[src/rtl/button_debounce.sv]
// Push-button conditioner: two-flop synchronizer, tick-paced debounce per bit,
// and registered press / release / long-press pulses, all synchronous to clk.
module button_debounce #(
  parameter int WIDTH        = 2,
  parameter int PRESCALE     = 1024,
  parameter int STABLE_TICKS = 10,
  parameter int LONG_TICKS   = 1000
) (
  input  logic             clk,
  input  logic             reset,
  input  logic [WIDTH-1:0] button_in,
  output logic [WIDTH-1:0] level,
  output logic [WIDTH-1:0] pressed,
  output logic [WIDTH-1:0] released,
  output logic [WIDTH-1:0] long_press,
  output logic             tick
);

  localparam int PW = $clog2(PRESCALE);
  localparam int SW = (STABLE_TICKS > 1) ? $clog2(STABLE_TICKS) : 1;
  localparam int HW = $clog2(LONG_TICKS + 1);

  localparam logic [PW-1:0] PRESC_LAST  = PW'(PRESCALE - 1);
  localparam logic [SW-1:0] STABLE_LAST = SW'(STABLE_TICKS - 1);
  localparam logic [HW-1:0] HOLD_LAST   = HW'(LONG_TICKS - 1);
  localparam logic [HW-1:0] HOLD_MAX    = HW'(LONG_TICKS);

  logic [PW-1:0]           presc_q, presc_d;
  logic [WIDTH-1:0]        sync1_q, sync1_d;
  logic [WIDTH-1:0]        sync2_q, sync2_d;
  logic [WIDTH-1:0][SW-1:0] stable_q, stable_d;
  logic [WIDTH-1:0][HW-1:0] hold_q, hold_d;
  logic [WIDTH-1:0]        level_q, level_d;
  logic [WIDTH-1:0]        pressed_q, pressed_d;
  logic [WIDTH-1:0]        released_q, released_d;
  logic [WIDTH-1:0]        long_q, long_d;

  // Prescaler reset value is 0, so tick is low right after reset.
  assign tick = (presc_q == PRESC_LAST);

  always_comb begin
    presc_d    = tick ? '0 : presc_q + PW'(1);
    sync1_d    = button_in;
    sync2_d    = sync1_q;
    stable_d   = stable_q;
    hold_d     = hold_q;
    level_d    = level_q;
    pressed_d  = '0;
    released_d = '0;
    long_d     = '0;
    for (int i = 0; i < WIDTH; i++) begin
      // Any agreeing sample restarts the run of disagreeing ticks.
      if (tick) begin
        if (sync2_q[i] == level_q[i]) begin
          stable_d[i] = '0;
        end else if (stable_q[i] == STABLE_LAST) begin
          stable_d[i]   = '0;
          level_d[i]    = sync2_q[i];
          pressed_d[i]  = sync2_q[i];
          released_d[i] = ~sync2_q[i];
        end else begin
          stable_d[i] = stable_q[i] + SW'(1);
        end
      end
      // Hold counter saturates, so long_press fires once per press.
      if (!level_q[i]) begin
        hold_d[i] = '0;
      end else if (tick && (hold_q[i] != HOLD_MAX)) begin
        hold_d[i] = hold_q[i] + HW'(1);
        long_d[i] = (hold_q[i] == HOLD_LAST);
      end
    end
  end

  always_ff @(posedge clk) begin
    if (reset) begin
      presc_q    <= '0;
      sync1_q    <= '0;
      sync2_q    <= '0;
      stable_q   <= '0;
      hold_q     <= '0;
      level_q    <= '0;
      pressed_q  <= '0;
      released_q <= '0;
      long_q     <= '0;
    end else begin
      presc_q    <= presc_d;
      sync1_q    <= sync1_d;
      sync2_q    <= sync2_d;
      stable_q   <= stable_d;
      hold_q     <= hold_d;
      level_q    <= level_d;
      pressed_q  <= pressed_d;
      released_q <= released_d;
      long_q     <= long_d;
    end
  end

  assign level      = level_q;
  assign pressed    = pressed_q;
  assign released   = released_q;
  assign long_press = long_q;

endmodule

[config.mk]
export PLATFORM = sky130hd
export DESIGN_NAME = button_debounce
export DESIGN_NICKNAME = d
export VERILOG_FILES = /design/src/rtl/button_debounce.sv
export SDC_FILE = /design/constraint.sdc
export NUM_CORES = 1
export LEC_CHECK = 0
export ABC_AREA = 1
export BUFFER_PORTS_ARGS = -buffer_cell sky130_fd_sc_hd__buf_2
export CORE_AREA = 2 2 71 73
export DETAILED_ROUTE_END_ITERATION = 8
export DIE_AREA = 0 0 73 75
export PLACE_DENSITY = 0.75
export SLEW_MARGIN = 10
export SYNTH_ARGS = -nofsm -noshare
export SYNTH_HDL_FRONTEND = slang
export SYNTH_SLANG_ARGS = --single-unit
[constraint.sdc]
create_clock -name clk -period 1.5 [get_ports clk]
set_clock_uncertainty 0.15 [all_clocks]
set_input_delay 0.075 -clock clk [delete_from_list [all_inputs] [get_ports clk]]
set_output_delay 0.075 -clock clk [all_outputs]
set_load 0.02 [all_outputs]
==> summary.txt, run 1 <==
Layout
  • Multi-input combinational cell area: 1420 sq um
  • ANT cells: 0
  • Layout cell share with drive strength beyond 1: 26.0%
  • Number of nets in the layout: 412
  • Post-layout util: 68.5%
  • Reg area: 1000 sq um
  • P&R area growth vs syn: 29.4%
  • Fill count: 367

GRT
  • Largest net degree at the start of global routing: 15
  • Remaining global-route overflow: 0
  • Number of antenna violations at the first check in global routing: 0
  • Number of global-route vias before repair: 2,155
  • Tot GR Track Use: 20.4%
  • First-pass GRT wire length: 8.75 mm

Die
  • Core area: 4660 sq um
  • Initial Utilization: 52.9%
  • Count of standard-cell rows: 25
  • Io pins: 13
  • Die H: 75 microns
  • Die W: 73 microns
  • Die Area: 5480 sq um

Worst setup path
  • Slowest CP cell: dfxtp_2
  • Family with the most delay on the worst path: flip-flops
  • CP max FO: 3
  • Reg2Reg Launch Point: presc_q[0]
  • Critical Path RT: 1.27 ns
  • Length in cells of the worst reg-to-reg path: 8
  • Worst path bufs/invs: 3
  • Crit path cell chain: ha_4 -> nand2_4 -> nor2_4 -> nand3_4 -> clkinv_4 -> buf_6 -> buf_6
  • CP startpoint kind: flop
  • Worst EP arrival: 1.37 ns
  • Cell with the most instances on the worst path: buf_6
  • R2R setup slack: -0.08 ns
  • Terminus of the critical flop-to-flop path: hold_q[5]
  • CP Capture Type: primary output
  • Delay of the slowest critical-path stage: 0.36 ns
  • Crit Path Class: reg2out

Clocking
  • CTS tree: yes
  • Clock Latency Late Sink: 0.31 ns
  • H-tree depth: 2
  • Clk sink count: 50
  • Clock root buffer master: clkbuf_8
  • Clock buffer count from CTS: 5
  • Clk buf depth: 2
  • Clk slew on worst S/H paths: 0.09 ns

Routing
  • Routed via count: 2,290
  • WL final: 5.31 mm
  • First-pass DRT Iterations: 5
  • Final ANT Viol Nets: 0
  • WL per Instance: 11.7 microns
  • Initial DRC Count: 163
  • DR vias/cell: 5.04
  • # DRC: 0

Timing
  • RSZ-0062 raised after global routing: true
  • Worst setup margin: -0.0933 ns
  • Fmax: 628 MHz
  • Final Cycle Share: 106%
  • Slew of the pin with the lowest slew margin: 0.347 ns
  • Final Critical Period: 1.59 ns
  • Final Max Slew Viols: 0
  • Setup tns final: -0.762 ns
  • Final setup fails: 26
  • Final hold viol count: 0
  • Slew HR: 76.7%

Place
  • Buffers added on ports: 12
  • Post-Place Worst Slack: -0.116 ns
  • Final GP Congestion: 0.832
  • Detailed placement HPWL: 3.52 mm

Power
  • P per Cell Area: 729 nW/um^2
  • Leak: 1.30 nW
  • Max VDD drop: 0.000815 V

Logic synthesis
  • Synthesis Warnings: 0
  • Most common library cells after synthesis: 80 x nand2_1, 50 x dfxtp_1, 47 x nor2_1, 39 x inv_1, 27 x nand3_1
  • Leading post-synthesis cells by cell area: dfxtp_1 41%, nand2_1 12%, nor2_1 7.2%
  • Synth cell types: 27
  • Post-synth EDFFs: 0
  • Yosys reg bits: 50
  • Yosys top cell area share: 40.6%
  • Cell count after synthesis: 340
  • Area of the mapped netlist: 2470 sq um
  • Main synth FF type: dfxtp_1
  • Synth async-reset ratio: 0%
  • Net count after synthesis: 353
  • Share of the yosys chip area belonging to registers: 40.6%
  • Mean Syn Cell Area: 7.26 sq um
  • Top-count cell post-synth: nand2_1
  • Synth area leader: dfxtp_1

Status
  • Failing checks: setup timing
  • Status: finished, violations left

Job
  • Max-cap violations: 0

Hold path
  • Hold EP: sync2_q[1]
  • Hold crit path type: reg2reg
  • Hold Crit Start: sync1_q[1]
  • Cells on Worst Hold Path: 2
## cell usage in the layout (no fill, tap or decap), drive strengths merged
master	synthesis	layout
o21a	1	1
buf	4	50
nand4	4	4
nand3	28	28
inv	39	39
dlygate4sd3	0	5
or2	1	1
xor2	14	14
nand2	84	86
clkbuf	1	8
clkinv	3	3
a21oi	23	23
o21ai	13	13
nor2	52	52
nor3	7	7
nor3b	1	1
dfxtp	50	50
nand3b	4	4
ha	9	9
xnor2	2	2
## kinds of logic (layout without fill, tap and decap cells)
logic type,after synthesis,in the layout,share of synthesized area [%]
simple gates,181,183,33.2
flops,50,50,40.6
buf+inv,47,105,8.06
compound gates,37,37,7.91
xor+xnor,16,16,5.68
fa+ha+maj,9,9,4.56
## stage by stage
stage / power (mW) / std cells / hold slack (ns) / cell area [sq um]
6_report: 2.33 / 454 / 0.257 / 3190
4_1_cts: 2.34 / 451 / 0.259 / 3070
5_1_grt: 2.41 / 454 / 0.277 / 3190
2_1_floorplan: 1.41 / 340 / 0.0320 / 2490
3_5_place_dp: 1.43 / 432 / 0.133 / 2820
3_3_place_gp: 1.43 / 432 / 0.130 / 2820
## where the power goes
group / switching [mW] / total (mW) / internal, mW / leakage, nW
clock: 0.446 / 0.912 / 0.466 / 0.0575
sequential: 0.00900 / 1.35 / 1.34 / 0.405
combinational: 0.0320 / 0.0668 / 0.0348 / 0.837
## worst max path at each step
| stage | cells past startpoint | to | from |
|---|---|---|---|
| after floorplan | 9 | hold_q[11] | presc_q[1] |
| after global placement | 7 | released[0] | presc_q[1] |
| after detailed placement | 8 | hold_q[10] | presc_q[1] |
| after CTS | 7 | tick | presc_q[0] |
| after global routing | 7 | tick | presc_q[0] |
| final | 7 | tick | presc_q[0] |
## flip-flops by register name, summed over array words and instances (netlist names)
name / cells
sync1_q: 2
released: 2
long_press: 2
hold_q: 20
stable_q: 8
presc_q: 10
sync2_q: 2
level: 2
pressed: 2
## routing by layer
layer | share of wire, % | GRT usage (%)
met1 | 45 | 23.8
met5 | 0 | 0
met2 | 50 | 37.1
met3 | 3.5 | 4.55
met4 | 1.3 | 6.79
## cell type report
cell class	instances	share of cell area, %
multi-input combinational	245	44.6
clock buffer	8	3.45
timing repair buffer	55	13.3
sequential	50	31.4
tap	54	2.12
inverter	42	5.17
## timing repair
action,4_1_cts,5_1_grt
hold buffers,5,0
gates cloned,0,2
pin swaps,30,17
setup buffers,6,1
hold endpoints to repair,4,0
resized for setup,19,28
setup endpoints to repair,32,45
## tightest hold or removal path, stage by stage (launching register included)
cell     delay [ns]
dfxtp_1        0.31
inv_1          0.04
nor2_1         0.03
No activity file was read; power rests on OpenSTA's default activity.
==> run 2: changes to the inputs <==
CELL_PAD_IN_SITES_DETAIL_PLACEMENT = 0   (was not set)
CELL_PAD_IN_SITES_GLOBAL_PLACEMENT = 2   (was not set)
CORE_AREA = 2 2 93 95   (was 2 2 71 73)
DIE_AREA = 0 0 95 97   (was 0 0 73 75)
PLACE_DENSITY = not set   (was 0.75)
PLACE_DENSITY_LB_ADDON = 0.2   (was not set)
SLEW_MARGIN = not set   (was 10)
==> run 2 against run 1 <==
Compared with the run above:
- count of clock-buffer cells in the layout shrank 3
- first-iteration DRC count shrank 57%
- final area grew 7.5%
- non-clock buffer count grew 13
- wire length grew 10%
- flip-flop and latch count is the same
- die area grew 68%
- final cell count grew 14%
- clock power grew 7.6%
- combinational power grew 2%
- sequential share of layout area shrank 2.1 points
- the run still ends with setup timing left
- highest routed layer unchanged
- via count shrank 1.8%
==> summary.txt, run 2 (synthesis results as in run 1) <==
Job
  • Max-cap violations: 0 (unchanged)

Timing
  • Slew HR: 80.5% (+3.7 points)
  • Slew of the pin with the lowest slew margin: 0.291 ns (-0.0563 ns)
  • RSZ-0062 raised after global routing: true
  • Final hold viol count: 0 (unchanged)
  • Final Max Slew Viols: 0 (unchanged)
  • Final Critical Period: 1.60 ns (+0.00794 ns)
  • Fmax: 625 MHz (-0.50%)
  • Final Cycle Share: 107% (+0.53 points)
  • Worst setup margin: -0.101 ns (-0.00794 ns)
  • Final Hold Slack: 0.256 ns (-0.00114 ns)
  • Final setup fails: 29 (+12%)

Clocking
  • H-tree depth: 2 (unchanged)
  • Clk slew on worst S/H paths: 0.10 ns (about the same)
  • Clk buf depth: 2 (unchanged)
  • Clk sink count: 50 (unchanged)
  • Clock buffer count from CTS: 5 (unchanged)
  • Clock root buffer master: clkbuf_8
  • Clock Latency Late Sink: 0.30 ns (about the same)
  • CTS tree: yes

Power
  • Pwr Total: 2.40 mW (+3.0%)
  • Max VDD drop: 0.000358 V (-56%)
  • P per Cell Area: 698 nW/um^2 (-4.2%)
  • Leak: 1.37 nW (+5.4%)

Worst setup path
  • Crit Path Class: reg2out
  • Reg2Reg Launch Point: presc_q[0]
  • Terminus of the critical flop-to-flop path: hold_q[15]
  • R2R setup slack: -0.10 ns (-0.02 ns)
  • Critical Path RT: 1.27 ns (about the same)
  • CP max FO: 3 (unchanged)
  • Worst EP arrival: 1.38 ns (about the same)
  • CP startpoint kind: flop
  • Delay of the slowest critical-path stage: 0.36 ns (about the same)
  • Crit path cell chain: ha_4 -> nand2_4 -> nor2_4 -> nand3_4 -> clkinv_4 -> buf_6 -> buf_6
  • Length in cells of the worst reg-to-reg path: 8 (unchanged)
  • Cell with the most instances on the worst path: buf_6
  • CP Capture Type: primary output
  • Slowest CP cell: dfxtp_2

GRT
  • Number of antenna violations at the first check in global routing: 0 (unchanged)
  • Number of global-route vias before repair: 2,032 (-5.7%)
  • Largest net degree at the start of global routing: 17 (+2)
  • Tot GR Track Use: 12.9% (-7.5 points)
  • Remaining global-route overflow: 0 (unchanged)
  • First-pass GRT wire length: 9.53 mm (+8.9%)

Layout
  • Max reg flops: 20 (unchanged)
  • Biggest register: hold_q
  • Post-layout util: 42.2% (-26 points)
  • Layout cell share with drive strength beyond 1: 32.7% (+6.7 points)
  • P&R area growth vs syn: 39.1%
  • Most common cell after layout, fill and taps aside: nand2_1
  • ANT cells: 0 (unchanged)
  • Number of nets in the layout: 425 (+3.2%)
  • Most frequent cells in the layout: 73 x nand2_1, 45 x dfxtp_1, 44 x buf_4, 41 x nor2_1, 36 x inv_1
  • Largest regs: hold_q x20, presc_q x10, stable_q x8

Hold path
  • Hold EP: sync2_q[0]
  • Cells on Worst Hold Path: 2 (unchanged)
  • Hold Crit Start: sync1_q[0]
  • Hold crit path type: reg2reg

Die
  • Count of standard-cell rows: 33 (+32%)
  • Initial Utilization: 30.3% (-23 points)
  • Die H: 97 microns (+29%)
  • Die W: 95 microns (+30%)
  • Io pins: 13 (unchanged)
  • Die Area: 9220 sq um (+68%)
  • Core area: 8130 sq um (+75%)

Routing
  • Routed via count: 2,248 (-1.8%)
  • # DRC: 0 (unchanged)
  • Initial DRC Count: 70 (-57%)
  • WL final: 5.86 mm (+10%)
  • Final ANT Viol Nets: 0 (unchanged)
  • First-pass DRT Iterations: 4 (-1)
  • WL per Instance: 11.3 microns (-3.3%)
  • DR vias/cell: 4.34 (-14%)

Status
  • Failing checks: setup timing
  • Status: finished, violations left

Place
  • Detailed placement HPWL: 4.09 mm (+16%)
  • Final GP Congestion: 0.741 (-11%)
  • Buffers added on ports: 12 (unchanged)
-- run 2: cell types whose count changed in the layout (fill, tap and decap cells not counted), sizes merged --
cell / before / now
clkinv: 3 / 2
bufinv: 0 / 1
buf: 50 / 63
clkinvlp: 0 / 2
inv: 39 / 40
clkbuf: 8 / 5
-- run 2: power breakdown --
part	total (mW)	internal (mW)	switching (mW)
logic	0.0681	0.0346	0.0334
clock network	0.981	0.501	0.480
registers	1.35	1.34	0.00939
total	2.40	1.87	0.523
-- run 2: layout make-up --
type / instances / area [sq um]
fillers: 845 / 4700
flip-flops and latches: 50 / 1010
clock buffers: 5 / 68.8
clock inverters: 3 / 43.8
inverters: 42 / 173
multi-input cells: 245 / 1480
repair buffers: 68 / 534
well taps: 105 / 131
-- run 2: how the worst max path moves through the flow --
stage | start | endpoint | slack [ns] | cells after the start
finish | presc_q[0] | tick | -0.10 | 7
global route | presc_q[0] | hold_q[2] | -0.22 | 8
CTS | presc_q[0] | hold_q[15] | -0.12 | 8
detailed placement | presc_q[1] | hold_q[0] | -0.16 | 8
global placement | presc_q[1] | hold_q[10] | -0.11 | 8
floorplan | presc_q[1] | hold_q[11] | -0.07 | 9
-- run 2: per-layer routing --
layer	GRT usage [%]	wire length (microns)	vias to the layer above
li1	-	-	1220
met1	17.8	2910	1009
met2	20.6	2790	17
met3	2.34	115	2
met4	3.34	40	0
met5	0	0	-
-- run 2: repair_timing --
item                                   4_1_cts  5_1_grt
pin swaps                                   35       23
setup endpoints to repair                   37       47
endpoints found under the hold margin        4        0
resized for setup                           23       44
setup buffers                                7        2
cloned                                       0        2
hold buffers                                 5        0
-- run 2: metrics by stage --
step	setup WS (ns)	std cells	TNS [ns]	area, sq um
after floorplan	-0.0743	340	-0.939	2490
after global placement	-0.110	494	-1.36	2970
after detailed placement	-0.157	494	-2.64	2970
after CTS	-0.122	514	-1.94	3250
after global routing	-0.220	518	-5.67	3430
final	-0.101	518	-1.73	3430
-- run 2: critical path: cells and delay by family (launching register included) --
family | cells | cell delay (ns)
DFF | 1 | 0.36
adders and majority gates | 1 | 0.15
and+or+nand+nor | 3 | 0.28
buffers and inverters | 3 | 0.29
==> run 3: changes to the inputs <==
CORE_AREA = 2 2 87 89   (was 2 2 93 95)
DIE_AREA = 0 0 89 91   (was 0 0 95 97)
clock period = 1.8 ns   (was 1.5 ns; I/O delays follow)
==> run 3 against run 2 <==
Compared with the run above:
- the flow now finishes without violations
- critical endpoint unchanged
- critical path depth decreased by 1
- largest power group unchanged
- critical path type unchanged
- flip-flop and latch count unchanged
- wire length decreased by 16%
==> summary.txt, run 3 (synthesis results as in run 1) <==
Hold path
  • Hold crit path type: reg2reg
  • Cells on Worst Hold Path: 2 (unchanged)

Place
  • Final GP Congestion: 0.745 (+0.57%)
  • Dpl cells: 453 (-8.3%)
  • Detailed placement HPWL: 3.63 mm (-11%)
  • Post-Place Worst Slack: 0.0549 ns (+0.212 ns)
  • Buffers added on ports: 12 (unchanged)

Worst setup path
  • Length in cells of the worst reg-to-reg path: 8 (unchanged)
  • Critical Path RT: 1.56 ns (+0.29 ns)
  • CP startpoint kind: flop
  • CP max FO: 9 (+6)
  • R2R setup slack: 0.14 ns (+0.24 ns)
  • CP Capture Type: primary output
  • Worst EP arrival: 1.45 ns (+0.07 ns)
  • Crit Path Class: reg2out

GRT
  • Number of antenna violations at the first check in global routing: 0 (unchanged)
  • Largest net degree at the start of global routing: 15 (-2)
  • Number of global-route vias before repair: 1,899 (-6.5%)
  • Tot GR Track Use: 13.1% (+0.21 points)
  • First-pass GRT wire length: 8.50 mm (-11%)
  • Remaining global-route overflow: 0 (unchanged)

Layout
  • Most common cell after layout, fill and taps aside: nand2_1
  • Largest regs: hold_q x20, presc_q x10, stable_q x8
  • ANT cells: 0 (unchanged)
  • Most frequent cells in the layout: 80 x nand2_1, 49 x dfxtp_1, 47 x nor2_1, 39 x inv_1, 27 x nand3_1
  • Max reg flops: 20 (unchanged)
  • Layout cell share with drive strength beyond 1: 12.5% (-20 points)
  • Number of nets in the layout: 380 (-11%)
  • P&R area growth vs syn: 14.9%
  • Biggest register: hold_q
  • Layout Cells excl Fill: 467 (-9.8%)

Timing
  • Final setup fails: 0 (-100%)
  • Slew HR: 80.1% (-0.40 points)
  • Final Critical Period: 1.69 ns
  • Final Max Slew Viols: 0 (unchanged)
  • Final hold viol count: 0 (unchanged)
  • Final Hold Slack: 0.259 ns (+0.00310 ns)
  • Slew of the pin with the lowest slew margin: 0.297 ns (+0.00636 ns)
  • Final Cycle Share: 93.8%
  • Setup tns final: 0 ns (+1.73 ns)
  • RSZ-0062 raised after global routing: true
  • Worst setup margin: 0.112 ns (+0.213 ns)
  • Fmax: 592 MHz

Power
  • Share of total power in sequential cells: 60.7% (+4.5 points)
  • Pwr Total: 1.85 mW (-23%)
  • Sw power: 0.400 mW (-23%)
  • Max VDD drop: 0.000241 V (-33%)
  • P per Cell Area: 651 nW/um^2 (-6.7%)
  • P_int: 1.45 mW (-23%)
  • Sw Ratio: 21.7% (-0.13 points)
  • Leak: 1.11 nW (-19%)
  • Clk pwr share: 37.0% (-3.9 points)
  • Gate power share: 2.2% (-0.6 points)

Routing
  • Final ANT Viol Nets: 0 (unchanged)
  • WL per Instance: 10.5 microns (-6.9%)
  • DR vias/cell: 4.43 (+2.0%)
  • WL final: 4.92 mm (-16%)
  • # DRC: 0 (unchanged)
  • Routed via count: 2,067 (-8.1%)
  • Initial DRC Count: 112 (+60%)
  • First-pass DRT Iterations: 4 (unchanged)

Clocking
  • Clk sink count: 50 (unchanged)
  • Clock buffer count from CTS: 5 (unchanged)
  • H-tree depth: 2 (unchanged)
  • Clock root buffer master: clkbuf_8
  • Clock Latency Late Sink: 0.30 ns (about the same)
  • CTS tree: yes
  • Clk slew on worst S/H paths: 0.09 ns (about the same)
  • Clk buf depth: 2 (unchanged)

Die
  • Initial Utilization: 34.6% (+4.2 points)
  • Die W: 89 microns (-6.3%)
  • Count of standard-cell rows: 31 (-6.1%)
  • Core area: 7140 sq um (-12%)
  • Die Area: 8100 sq um (-12%)
  • Die H: 91 microns (-6.2%)
  • Io pins: 13 (unchanged)

Job
  • Max-cap violations: 0 (unchanged)

Status
  • Status: completed
[run 3: cell type report]
type / instances / area (sq um)
Sequential cell: 50 / 1000
Clock buffer: 7 / 86.3
Timing Repair Buffer: 25 / 173
Tap cell: 99 / 124
Inverter: 42 / 163
Multi-Input combinational cell: 243 / 1280
Clock inverter: 1 / 5.00
Fill cell: 785 / 4300
[run 3: final timing paths]
path	end	from
max	tick	presc_q[0]
min	sync2_q[1]	sync1_q[1]
max reg2reg	hold_q[10]	presc_q[0]
min reg2reg	sync2_q[1]	sync1_q[1]
[run 3: routing by layer]
| layer | global-route usage, % | part of all wire, % | vias up |
|---|---|---|---|
| met5 | 0 | 0 | - |
| met4 | 4.10 | 1.3 | 0 |
| met3 | 2.73 | 3.0 | 7 |
| met2 | 20.7 | 44 | 24 |
| met1 | 17.8 | 51 | 908 |
| li1 | - | - | 1128 |
[run 3: repair_timing]
item / in CTS / in global routing
buffers inserted: 0 / 1
gates resized for setup: 1 / 4
pin swaps: 0 / 2
endpoints found under the setup margin: 1 / 11
hold buffers: 5 / 0
endpoints found under the hold margin: 4 / 0
[run 3: metrics by stage]
stage | utilization [%] | cell area, sq um
after global placement | 37.4 | 2670
after detailed placement | 37.4 | 2670
after global routing | 39.7 | 2830
after floorplan | - | 2470
after CTS | 39.4 | 2810
final | 39.7 | 2830
[run 3: worst max-delay path, cell delays in order, from the launching register on]
cell,delay [ns]
dfxtp_2,0.35
ha_1,0.16
nand2_1,0.10
nor2_4,0.12
nand3_4,0.13
clkinv_4,0.12
clkbuf_4,0.18
[run 3: power by group through the flow]
| stage | registers, mW | logic [mW] | clock network (mW) |
|---|---|---|---|
| 2_1_floorplan | 1.15 | 0.0237 | 0 |
| 3_3_place_gp | 1.15 | 0.0350 | 0 |
| 3_5_place_dp | 1.15 | 0.0345 | 0 |
| 4_1_cts | 1.12 | 0.0430 | 0.718 |
| 5_1_grt | 1.12 | 0.0480 | 0.755 |
| 6_report | 1.12 | 0.0415 | 0.684 |
